===== src/rtl/updown_mod_counter.sv =====
`timescale 1ns/1ps
`default_nettype none
// =============================================================================
// updown_mod_counter : modulo-N up/down counter with clear, load, tc and wrap.
// Macro COUNTER_SATURATE_EN: hold at the bounds instead of wrapping.
// Rev 1.0
// =============================================================================
module updown_mod_counter #(
   parameter int unsigned     WIDTH   = 4,
   parameter longint unsigned MODULUS = 16
) (
   input  logic             clk,
   input  logic             reset,
   input  logic             clr_i,
   input  logic             load_i,
   input  logic [WIDTH-1:0] din_i,
   input  logic             en_i,
   input  logic             up_i,
   output logic [WIDTH-1:0] q_o,
   output logic             tc_o,
   output logic             wrap_o
);

   localparam logic [WIDTH-1:0] MAX_VAL  = WIDTH'(MODULUS - 64'd1);
   localparam logic [WIDTH-1:0] ONE      = WIDTH'(1);
`ifdef COUNTER_SATURATE_EN
   localparam logic [WIDTH-1:0] UP_NEXT   = MAX_VAL;
   localparam logic [WIDTH-1:0] DOWN_NEXT = '0;
`else
   localparam logic [WIDTH-1:0] UP_NEXT   = '0;
   localparam logic [WIDTH-1:0] DOWN_NEXT = MAX_VAL;
`endif

   generate
      if (WIDTH < 32'd1 || WIDTH > 32'd32 || MODULUS < 64'd2 ||
          MODULUS > (64'd1 << WIDTH)) begin : g_bad_params
         $error("updown_mod_counter: illegal WIDTH/MODULUS combination");
      end
   endgenerate

   logic [WIDTH-1:0] count_q, count_d;
   logic             wrap_q, wrap_d;
   logic             at_max, at_zero, at_bound;

   assign at_max   = (count_q == MAX_VAL);
   assign at_zero  = (count_q == '0);
   // tc doubles as the "next enabled step crosses a bound" condition
   assign at_bound = en_i & (up_i ? at_max : at_zero);

   always_comb begin
      count_d = count_q;
      wrap_d  = 1'b0;
      if (clr_i) begin
         count_d = '0;
      end else if (load_i) begin
         count_d = (din_i > MAX_VAL) ? MAX_VAL : din_i;
      end else if (en_i) begin
         wrap_d = at_bound;
         if (up_i) begin
            count_d = at_max ? UP_NEXT : count_q + ONE;
         end else begin
            count_d = at_zero ? DOWN_NEXT : count_q - ONE;
         end
      end
   end

   always_ff @(posedge clk or negedge reset) begin
      if (!reset) begin
         count_q <= '0;
         wrap_q  <= 1'b0;
      end else begin
         count_q <= count_d;
         wrap_q  <= wrap_d;
      end
   end

   assign q_o    = count_q;
   assign tc_o   = at_bound;
   assign wrap_o = wrap_q;

endmodule
`default_nettype wire


===== config.mk =====
export PLATFORM = sky130hd
export DESIGN_NAME = updown_mod_counter
export DESIGN_NICKNAME = d
export VERILOG_FILES = /design/src/rtl/updown_mod_counter.sv
export SDC_FILE = /design/constraint.sdc
export NUM_CORES = 1
export LEC_CHECK = 0
export ABC_AREA = 1
export CAP_MARGIN = 20
export CORE_AREA = 2 2 39 41
export CTS_BUF_LIST = sky130_fd_sc_hd__clkbuf_4 sky130_fd_sc_hd__clkbuf_8 sky130_fd_sc_hd__clkbuf_16
export DETAILED_ROUTE_END_ITERATION = 12
export DIE_AREA = 0 0 41 43
export MAX_ROUTING_LAYER = met4
export PLACE_DENSITY_LB_ADDON = 0.3
export SLEW_MARGIN = 40
export SYNTH_ARGS = -nofsm -noshare
export SYNTH_HDL_FRONTEND = slang
export SYNTH_SLANG_ARGS = --single-unit

===== constraint.sdc =====
create_clock -name clk -period 1.25 [get_ports clk]
set_input_delay 0.3125 -clock clk [delete_from_list [all_inputs] [get_ports clk]]
set_output_delay 0.3125 -clock clk [all_outputs]
set_load 0.01 [all_outputs]

# After elaboration in Yosys (flattened, before gate mapping)
# Cells that the tools add are included.
[totals] regBits=5 inputBits=10 out_inout_bits=6 word_cells=20
[op_classes] n_addsub=2 n_lt_le_gt_ge=1 n_eq_ne=1 muxes=11 bitwise=1 reduce_logical=2
[ops] op="4-bit two-way mux" count=7
[ops] op="4-bit by 1-bit adder with 4-bit output, second input constant" count=1
[ops] op="4-bit == test, second input constant" count=1
[ops] op="4-bit > comparator, second input constant" count=1
[ops] op="4-bit zero test" count=1
[ops] op="1-bit two-way mux" count=4
[ops] op="4-bit by 1-bit subtractor with 4-bit output, second input constant" count=1
[ops] op="3-bit nonzero test" count=1
[ops] op="1-bit bitwise AND" count=1

# Longest topological paths before layout
# Gate-level depths: netlist of the first run.
[depth] depth_word=6 depth_mapped=10

# Worst setup path after synthesis of the first run
# Ideal clock, no wire load.
[synth_timing] kind="register to output" startpoint="register count_q[1] (netlist: q_o[1])" endpoint="output port tc_o" arrival_ns=1.048 t_required_ns=0.938 slack_ns=-0.111 path_stages_with_launch=6 n_path_buf=0 cell_sequence="dfrtp_1 ha_1 nand2_2 o21ai_1 nand3_1 inv_1"
[synth_via] elab_chain_len=3 word_cells_on_any_way=4 cone_classes="eq/ne: 1; mux: 1; bitwise: 1; reduce/logical: 1"
[synth_lines] item="start: declaration" line_no="41" text="logic [WIDTH-1:0] count_q, count_d;"
[synth_lines] item="start signal: assignment" line_no="72" text="count_q <= count_d;"
[synth_lines] item="4-bit == test or 4-bit zero test (tied branches)" line_no="45, 46"
[synth_lines] item="1-bit two-way mux *" line_no="48" text="assign at_bound = en_i & (up_i ? at_max : at_zero);"
[synth_lines] item="1-bit bitwise AND *" line_no="48"
[synth_lines] item="end: declaration" line_no="20" text="output logic tc_o,"
# Every way passes the cells marked *; elsewhere a longest branch is shown, timed or not.

# Worst setup path after layout of the first run
[layout_timing] startpoint="register count_q[0] (netlist: q_o[0])" endpoint="output port tc_o"
# The elaborated chain is that of the path after synthesis.

==> impl_metrics.csv, run 1 <==
group,metric,value,unit
status,status,"finished, violations left",
yosys,synthFlopType,"dfrtp_1",
yosys,ys_warn_count,0,
worst_setup_path,critPathKind,"reg -> out",
grt,antenna_found_initial,0,
timing,fmax,0.643,GHz
yosys,netlist_instances,62,
yosys,synth_top_area_share,0.288,
worst_setup_path,arrival,1240,ps
timing,whs,279,ps
yosys,syn-num-nets,75,
min_path,min_path_type,"in -> async",
flow_run,drv_cap,0,
clocking,cts.sinks,5,
clocking,htree_levels,1,
timing,slew_headroom,0.812,
routing,drt-wirelength-per-cell,9.86,microns
grt,use_met3,0.0157,
pwr,ir_worst_vdd,0.000437,V
yosys,yosys.area.top_type,"dfrtp_1",
routing,drtIter0Drc,15,
pwr,cellPowerDensity,856,nW/um^2
floorplan,dieArea,1760,sq um
clocking,insertion_delay,240,ps
routing,vias,546,
grt,grt_util_met2,0.281,
placement,place_hpwl,911,microns
yosys,synth_edf_count,0,
worst_setup_path,startpoint_type,"flop",
worst_setup_path,cp_data_required_time,940,ps
placement,pre_cts_ws,-676,ps
worst_setup_path,rrSetupSlack,-130,ps
layout,nets,117,
yosys,ys_seq_elements,5,
worst_setup_path,slowest_stage,"dfrtp_2",
layout,syn_to_final_growth,103,%
worst_setup_path,r2r_start,"q_o[2]$_DFFE_PN0P_",
grt,grt_start_max_net_pins,7,
timing,layout_setup_ws,-304,ps
routing,drc,0,
status,violations,"setup timing",
worst_setup_path,reg2reg_depth,8,
timing,slew_violations,0,
layout,drive_gt1_frac,0.544,
yosys,seq_area_frac_synth,0.288,
clocking,cts_root_buf,"clkbuf_4",
timing,finalSetupViolCount,7,
floorplan,rows,14,
routing,first_pass_iters,4,
timing,worst_pin_slew,282,ps
floorplan,io_pins,16,
worst_setup_path,path_cells,"inv_2 -> ha_4 -> nand2_2 -> nand2_2 -> nand3_2 -> inv_2 -> buf_6",
pwr,cellLeakagePower,0.448,nW
grt,grt_util_met1,0.236,
timing,timing.final.crit_period,1550,ps
clocking,clk_transition_reported_paths,50,ps
layout,stdcell_area,883,sq um
floorplan,die_x,41,microns
worst_setup_path,critPathMaxFanout,3,
worst_setup_path,crit_buf_inv,3,
worst_setup_path,critical_path.top_delay_family,"flip-flops",
yosys,synth.avg_cell_area,7.00,sq um
floorplan,dieHeight,43,microns
grt,grt.overflow.total,0,
grt,grt_pass1_wl,2.13,mm
placement,routabilityCongestion,0.846,
routing,viasPerCell,4.59,
timing,rsz0062_at_grt,"true",
timing,finalHoldViolCount,0,
yosys,syn_area,434,sq um
clocking,cts_tree,"done",
yosys,yosysMostFrequentCell,"nand2_1",
grt,top_usage_layer,"met2",
yosys,async_reset_ff_frac,1.00,
placement,place_area,748,sq um
yosys,synthTopCellsByCount,"nand2_1 (14), inv_1 (8), nor2_1 (6)",
worst_setup_path,max_stage_delay,430,ps
yosys,synth.area.top_cells,"dfrtp_1 (29%), nand2_1 (12%), ha_1 (8.6%), inv_1 (6.9%), nand3_1 (5.8%)",
clocking,cts_buffers,3,
layout,num_antenna_cells,0,
routing,wl,1.17,mm
grt,grt_pass1_vias,505,
worst_setup_path,reg2reg_to,"q_o[2]$_DFFE_PN0P_",
worst_setup_path,end_kind,"output port",
yosys,yosysUniqueCellTypes,20,
timing,period_share,1.24,
routing,ant_nets,0,
clocking,cts_max_path_buffers,2,
grt,track_usage,0.183,
timing,worst_clock_skew,4.54,ps
floorplan,core,1380,sq um
placement,io_buffers,15,
floorplan,initial_core_util,0.314,
## worst register-to-register path, delay by kind of cell, from the launching register on
| family | cells | cell delay [ps] |
|---|---|---|
| xor gates and xnor gates | 1 | 150 |
| AOI/OAI and AO/OA | 1 | 150 |
| DFF | 1 | 430 |
| and+or+nand+nor | 3 | 170 |
| buffers and inverters | 3 | 360 |
## logic make-up (layout without fill, tap and decap cells)
| group | Yosys count | after routing | synth area share |
|---|---|---|---|
| AO/OA/AOI/OAI | 9 | 9 | 0.115 |
| buffers and inverters | 11 | 52 | 0.112 |
| AND/OR/NAND/NOR | 33 | 33 | 0.378 |
| flip-flops | 5 | 5 | 0.288 |
| adder cells (fa/ha/maj) | 3 | 3 | 0.0865 |
| XOR/XNOR | 1 | 1 | 0.0202 |
## power by group
part           internal (W)  switching, W
logic              0.000198      0.000149
clock network      0.000142     0.0000687
registers          0.000179     0.0000197
total              0.000519      0.000237
## registers in the layout, summed over array words and instances (netlist names)
signal	cells
q_o	4
wrap_o	1
## metrics by stage
step / TNS (ps) / power (W) / util / cells
floorplan: -26.3 / 0.000335 / - / 62
global placement: -2360 / 0.000482 / 0.541 / 108
detailed placement: -2390 / 0.000485 / 0.541 / 108
CTS: -829 / 0.000740 / 0.617 / 118
global route: -1350 / 0.000818 / 0.638 / 119
finish: -887 / 0.000756 / 0.638 / 119
## cell usage in the layout (no fill, tap or decap), types with 2 or more instances in the layout
master / count
buf_4: 19
nand2_1: 13
clkdlybuf4s50_1: 8
buf_6: 7
nor2_1: 6
inv_2: 5
inv_1: 5
nand2_2: 4
o21ai_1: 4
clkbuf_4: 4
dfrtp_2: 4
nand3_1: 3
ha_4: 3
nand3_2: 2
## repair_timing
item	4_1_cts	5_1_grt
hold buffers	0	0
endpoints found under the setup margin	9	9
buffers inserted	7	5
pin swaps	4	9
resized for setup	34	9
endpoints found under the hold margin	0	0
## metal layers
layer,share of wire,vias up
met5,0,-
met4,0.014,0
met3,0.030,2
met2,0.54,12
met1,0.42,250
li1,-,282
## how the worst max path moves through the flow
stage	startpoint	to	slack [ps]	cells after the start
after CTS	q_o[0]$_DFFE_PN0P_	tc_o	-310	7
after floorplan	q_o[1]$_DFFE_PN0P_	tc_o	-30	6
final	q_o[0]$_DFFE_PN0P_	tc_o	-300	7
after global routing	q_o[0]$_DFFE_PN0P_	tc_o	-400	6
after global placement	up_i	tc_o	-670	6
after detailed placement	up_i	tc_o	-680	6
## area by class of cell
| cell class | count | area (sq um) |
|---|---|---|
| fill | 119 | 500 |
| sequential | 5 | 130 |
| clock buffer | 4 | 30.0 |
| inverter | 10 | 37.5 |
| multi-input combinational | 46 | 323 |
| tap | 16 | 20.0 |
| timing repair buffer | 38 | 343 |
(Power assumes the default switching activity.)
==> inputs of run 2 (changes only) <==
clock period = 1.94 ns   (was 1.25 ns; I/O delays follow)
==> run 2 against run 1 <==
  * The run now ends clean
  * Sequential share of layout area rose by 2.0 points
  * Critical path type unchanged
  * Clock skew decreased by 4.2 ps
  * Critical path depth fell by 4
  * Flip-flop and latch count unchanged
  * Wire length is 5.8% lower
==> impl_metrics.csv, run 2 (synthesis results as in run 1) <==
group,metric,value,unit
status,status,"finished, final reports clean",
clocking,insertion_delay,240,ps
floorplan,dieArea,1760,sq um
routing,vias,487,
worst_setup_path,crit_path_frequent_cell,"buf_4",
clocking,cts.sinks,5,
floorplan,dieHeight,43,microns
grt,grt_util_met1,0.188,
clocking,htree_levels,1,
timing,slew_headroom,0.828,
timing,finalSetupViolCount,0,
placement,io_buffers,15,
pwr,p_seq_frac,0.286,
min_path,min_path_type,"in -> async",
worst_setup_path,critPathKind,"reg -> out",
routing,drt-wirelength-per-cell,9.87,microns
timing,slew_violations,0,
grt,grt_pass1_vias,478,
grt,grt.overflow.total,0,
routing,drc,0,
routing,ant_nets,0,
timing,worst_clock_skew,0.334,ps
layout,final_common_cell,"buf_4",
layout,nets,110,
floorplan,core,1380,sq um
layout,drive_gt1_frac,0.323,
layout,final_cell_mix,"buf_4 (16), nand2_1 (14), clkdlybuf4s50_1 (13), inv_1 (8), nor2_1 (6)",
floorplan,io_pins,16,
floorplan,rows,14,
floorplan,initial_core_util,0.314,
worst_setup_path,path_cells,"buf_4 -> buf_4 -> clkdlybuf4s50_1",
grt,grt_pass1_wl,1.79,mm
floorplan,die_x,41,microns
clocking,cts_max_path_buffers,2,
timing,period_share,0.964,
grt,antenna_found_initial,0,
grt,grt_util_met2,0.247,
pwr,p_int,0.000303,W
worst_setup_path,cp_data_required_time,1450,ps
grt,top_usage_layer,"met2",
clocking,cts_buffers,3,
grt,track_usage,0.150,
pwr,cellLeakagePower,0.388,nW
grt,use_met3,0,
worst_setup_path,startpoint_type,"flop",
worst_setup_path,arrival,1380,ps
timing,setup_tns,0,ps
pwr,cellPowerDensity,578,nW/um^2
placement,routabilityCongestion,0.810,
timing,timing.final.crit_period,1870,ps
clocking,clk_transition_reported_paths,40,ps
worst_setup_path,end_kind,"output port",
clocking,cts_root_buf,"clkbuf_4",
timing,layout_setup_ws,70.5,ps
routing,drtIter0Drc,1,
placement,pre_cts_ws,-332,ps
layout,syn_to_final_growth,72.6,%
pwr,power.switching,0.000131,W
routing,viasPerCell,4.35,
worst_setup_path,slowest_stage,"clkdlybuf4s50_1",
worst_setup_path,critPathMaxFanout,3,
clocking,cts_tree,"done",
routing,first_pass_iters,3,
grt,grt_start_max_net_pins,7,
routing,wl,1.11,mm
placement,place_hpwl,924,microns
pwr,power_frac_clock,0.311,
timing,finalHoldViolCount,0,
timing,rsz0062_at_grt,"false",
pwr,pwr-share-comb,0.403,
pwr,switching_share,0.302,
timing,worst_pin_slew,257,ps
layout,largest_reg_flops,4,
layout,num_antenna_cells,0,
worst_setup_path,max_stage_delay,470,ps
pwr,ir_worst_vdd,0.000382,V
flow_run,drv_cap,0,
timing,fmax,0.535,GHz
run 2: changes by cell type in the layout (fill, tap and decap cells not counted), moves of 3 or more:
cell             before  now
dfrtp_1               1    5
inv_1                 5    8
ha_4                  3    0
inv_2                 5    2
clkdlybuf4s50_1       8   13
buf_4                19   16
dfrtp_2               4    0
buf_6                 7    0
run 2: area by class of cell:
cell class,count,area [sq um]
inverter,10,37.5
tap,16,20.0
multi-input combinational,46,267
timing repair buffer,31,270
sequential,5,125
clock buffer,4,30.0
fill,143,634
run 2: through the flow:
| step | instance area, sq um | total power [W] | instances | util | hold WS, ps |
|---|---|---|---|---|---|
| floorplan | 434 | 0.000204 | 62 | - | 189 |
| global placement | 698 | 0.000293 | 106 | 0.505 | 687 |
| detailed placement | 698 | 0.000295 | 106 | 0.505 | 697 |
| CTS | 728 | 0.000432 | 110 | 0.526 | 460 |
| global route | 749 | 0.000461 | 112 | 0.542 | 479 |
| finish | 749 | 0.000433 | 112 | 0.542 | 459 |
run 2: critical path, delay by kind of cell (launching register included):
family	cells	cell delay, ps
flip-flops	1	400
buffers and inverters	3	750
run 2: what timing repair did:
item                                    4_1_cts  5_1_grt
setup buffers                                 0        2
pin swaps                                     0        1
hold buffers                                  0        0
resized for setup                             4        2
endpoints found under the setup margin        1        1
run 2: final timing paths:
check / start / endpoint / slack, ps / cells past startpoint
max in group asynchronous: reset / q_o[2]$_DFFE_PN0P_ / 1300 / 1
setup reg to reg: q_o[0]$_DFFE_PN0P_ / q_o[2]$_DFFE_PN0P_ / 590 / 8
hold reg to reg: q_o[1]$_DFFE_PN0P_ / q_o[1]$_DFFE_PN0P_ / 690 / 3
min in group clk: q_o[1]$_DFFE_PN0P_ / q_o[1]$_DFFE_PN0P_ / 690 / 3
setup / recovery: q_o[0]$_DFFE_PN0P_ / q_o[0] / 70 / 3
hold / removal: reset / q_o[3]$_DFFE_PN0P_ / 460 / 1
run 2: power by group through the flow:
stage / Combinational, W / Sequential [W] / Clock (W)
after CTS: 0.000168 / 0.000125 / 0.000138
final: 0.000175 / 0.000124 / 0.000135
after detailed placement: 0.000168 / 0.000127 / 0
after global routing: 0.000194 / 0.000125 / 0.000142
after global placement: 0.000167 / 0.000126 / 0
after floorplan: 0.0000730 / 0.000131 / 0
run 2: routing by layer:
layer / part of all wire / routed length, microns
met5: 0 / 0
met4: 0 / 0
met3: 0.033 / 37
met2: 0.50 / 554
met1: 0.46 / 513
==> inputs of run 3 (changes only) <==
RECOVER_POWER = 25   (was not set)
==> run 3 against run 2 <==
  * First-iteration DRC count stayed put
  * Die area did not move
  * Register-to-register slack about the same
  * Worst hold slack improved by 70 ps
  * Non-clock buffer count is the same
  * Clock-buffer cell count unchanged
  * Critical path type unchanged
  * Largest power group unchanged
==> impl_metrics.csv, run 3 (synthesis results as in run 1) <==
group,metric,value,unit
status,status,"finished, final reports clean",
floorplan,dieArea,1760,sq um
pwr,power_frac_clock,0.311,
timing,slew_headroom,0.828,
clocking,cts_max_path_buffers,2,
worst_setup_path,arrival,1380,ps
layout,nets,110,
routing,ant_nets,0,
pwr,p_seq_frac,0.286,
worst_setup_path,slowest_stage,"clkdlybuf4s50_1",
layout,fillers,143,
grt,grt_util_met1,0.188,
min_path,min_path_type,"in -> async",
routing,viasPerCell,4.35,
grt,track_usage,0.150,
flow_run,drv_cap,0,
layout,num_antenna_cells,0,
clocking,insertion_delay,240,ps
pwr,p_int,0.000302,W
clocking,cts_buffers,3,
timing,timing.final.crit_period,1870,ps
grt,grt_start_max_net_pins,7,
floorplan,rows,14,
layout,final_common_cell,"buf_4",
layout,multi_input_area,267,sq um
placement,io_buffers,15,
routing,drc,0,
pwr,power.switching,0.000131,W
grt,grt.overflow.total,0,
worst_setup_path,rrSetupSlack,590,ps
routing,first_pass_iters,3,
layout,area.sequential,125,sq um
timing,fmax,0.535,GHz
floorplan,core,1380,sq um
floorplan,initial_core_util,0.314,
timing,worst_pin_slew,257,ps
clocking,htree_levels,1,
pwr,cellLeakagePower,0.388,nW
floorplan,io_pins,16,
timing,rsz0062_at_grt,"false",
grt,grt_util_met2,0.247,
grt,use_met3,0,
worst_setup_path,cp_data_required_time,1450,ps
pwr,pwr-share-comb,0.403,
clocking,cts.sinks,5,
grt,grt_pass1_wl,1.79,mm
routing,drt-wirelength-per-cell,9.87,microns
layout,largest_reg_flops,4,
timing,period_share,0.964,
timing,finalSetupViolCount,0,
timing,setup_tns,0,ps
worst_setup_path,critPathKind,"reg -> out",
worst_setup_path,crit_path_frequent_cell,"buf_4",
worst_setup_path,critical_path.top_delay_family,"buffers and inverters",
worst_setup_path,reg2reg_to,"q_o[2]$_DFFE_PN0P_",
timing,finalHoldViolCount,0,
worst_setup_path,startpoint_type,"flop",
clocking,cts_tree,"done",
worst_setup_path,max_stage_delay,470,ps
layout,drive_gt1_frac,0.323,
worst_setup_path,path_cells,"buf_4 -> buf_4 -> clkdlybuf4s50_1",
clocking,clk_transition_reported_paths,40,ps
routing,vias,487,
routing,wl,1.11,mm
routing,drtIter0Drc,1,
worst_setup_path,reg2reg_depth,8,
grt,grt_pass1_vias,478,
pwr,total_power,0.000433,W
pwr,switching_share,0.302,
worst_setup_path,r2r_start,"q_o[0]$_DFFE_PN0P_",
clocking,cts_root_buf,"clkbuf_4",
timing,slew_violations,0,
layout,final_cell_mix,"buf_4 (16), nand2_1 (14), clkdlybuf4s50_1 (12), inv_1 (8), nor2_1 (6)",
grt,top_usage_layer,"met2",
placement,place_hpwl,924,microns
pwr,cellPowerDensity,578,nW/um^2
worst_setup_path,crit_buf_inv,3,
floorplan,dieHeight,43,microns
grt,antenna_found_initial,0,
floorplan,die_x,41,microns
pwr,ir_worst_vdd,0.000381,V
layout,syn_to_final_growth,72.6,%
timing,worst_clock_skew,0.334,ps
worst_setup_path,critPathMaxFanout,3,
worst_setup_path,end_kind,"output port",
placement,routabilityCongestion,0.810,
[run 3: changes by cell type in the layout (fill, tap and decap cells not counted)]
cell / before / now
clkdlybuf4s50_1: 13 / 12
dlygate4sd3_1: 0 / 1
[run 3: how the worst max path moves through the flow]
stage / from / to / slack [ps] / cells past startpoint
2_1_floorplan: q_o[1]$_DFFE_PN0P_ / tc_o / 410 / 5
5_1_grt: q_o[0]$_DFFE_PN0P_ / tc_o / 6 / 6
3_3_place_gp: up_i / tc_o / -320 / 6
3_5_place_dp: up_i / tc_o / -330 / 6
4_1_cts: q_o[1]$_DFFE_PN0P_ / tc_o / 60 / 6
6_report: q_o[0]$_DFFE_PN0P_ / q_o[0] / 70 / 3
[run 3: stage by stage]
stage,hold WS [ps],setup WS [ps],instance area (sq um),std cells,utilization
after floorplan,189,407,434,62,-
after global placement,687,-325,698,106,0.505
after detailed placement,697,-332,698,106,0.505
after CTS,460,55.8,728,110,0.526
final,530,70.5,749,112,0.542
after global routing,549,5.54,749,112,0.542
[run 3: what timing repair did]
item                                    CTS  global route
hold buffers                              0             0
resized for setup                         4             2
pin swaps                                 0             1
setup buffers                             0             2
endpoints found under the setup margin    1             1
[run 3: layout make-up]
class / instances / area share
Tap cell: 16 / 0.0267
Multi-Input combinational cell: 46 / 0.356
Inverter: 10 / 0.0501
Timing Repair Buffer: 31 / 0.361
Clock buffer: 4 / 0.0401
Sequential cell: 5 / 0.167
[run 3: routing by layer]
layer  vias up  routed length, microns  part of all wire
met3         0                      37             0.033
met2        10                     554              0.50
li1        268                       -                 -
met1       209                     512              0.46
met5         -                       0                 0
met4         0                       0                 0
[run 3: power by group through the flow]
stage                     clock network [W]   logic, W  registers [W]
after floorplan                           0  0.0000730       0.000131
after global placement                    0   0.000167       0.000126
after detailed placement                  0   0.000168       0.000127
after CTS                          0.000138   0.000168       0.000125
after global routing               0.000142   0.000193       0.000125
final                              0.000135   0.000174       0.000124
[run 3: worst register-to-register path: cells and delay by family, from the launching register on]
kind / cells / cell delay, ps
xor gates and xnor gates: 1 / 140
adders and majority gates: 1 / 200
buffers and inverters: 2 / 220
AOI/OAI and AO/OA: 1 / 130
and+or+nand+nor: 3 / 170
DFF: 1 / 380
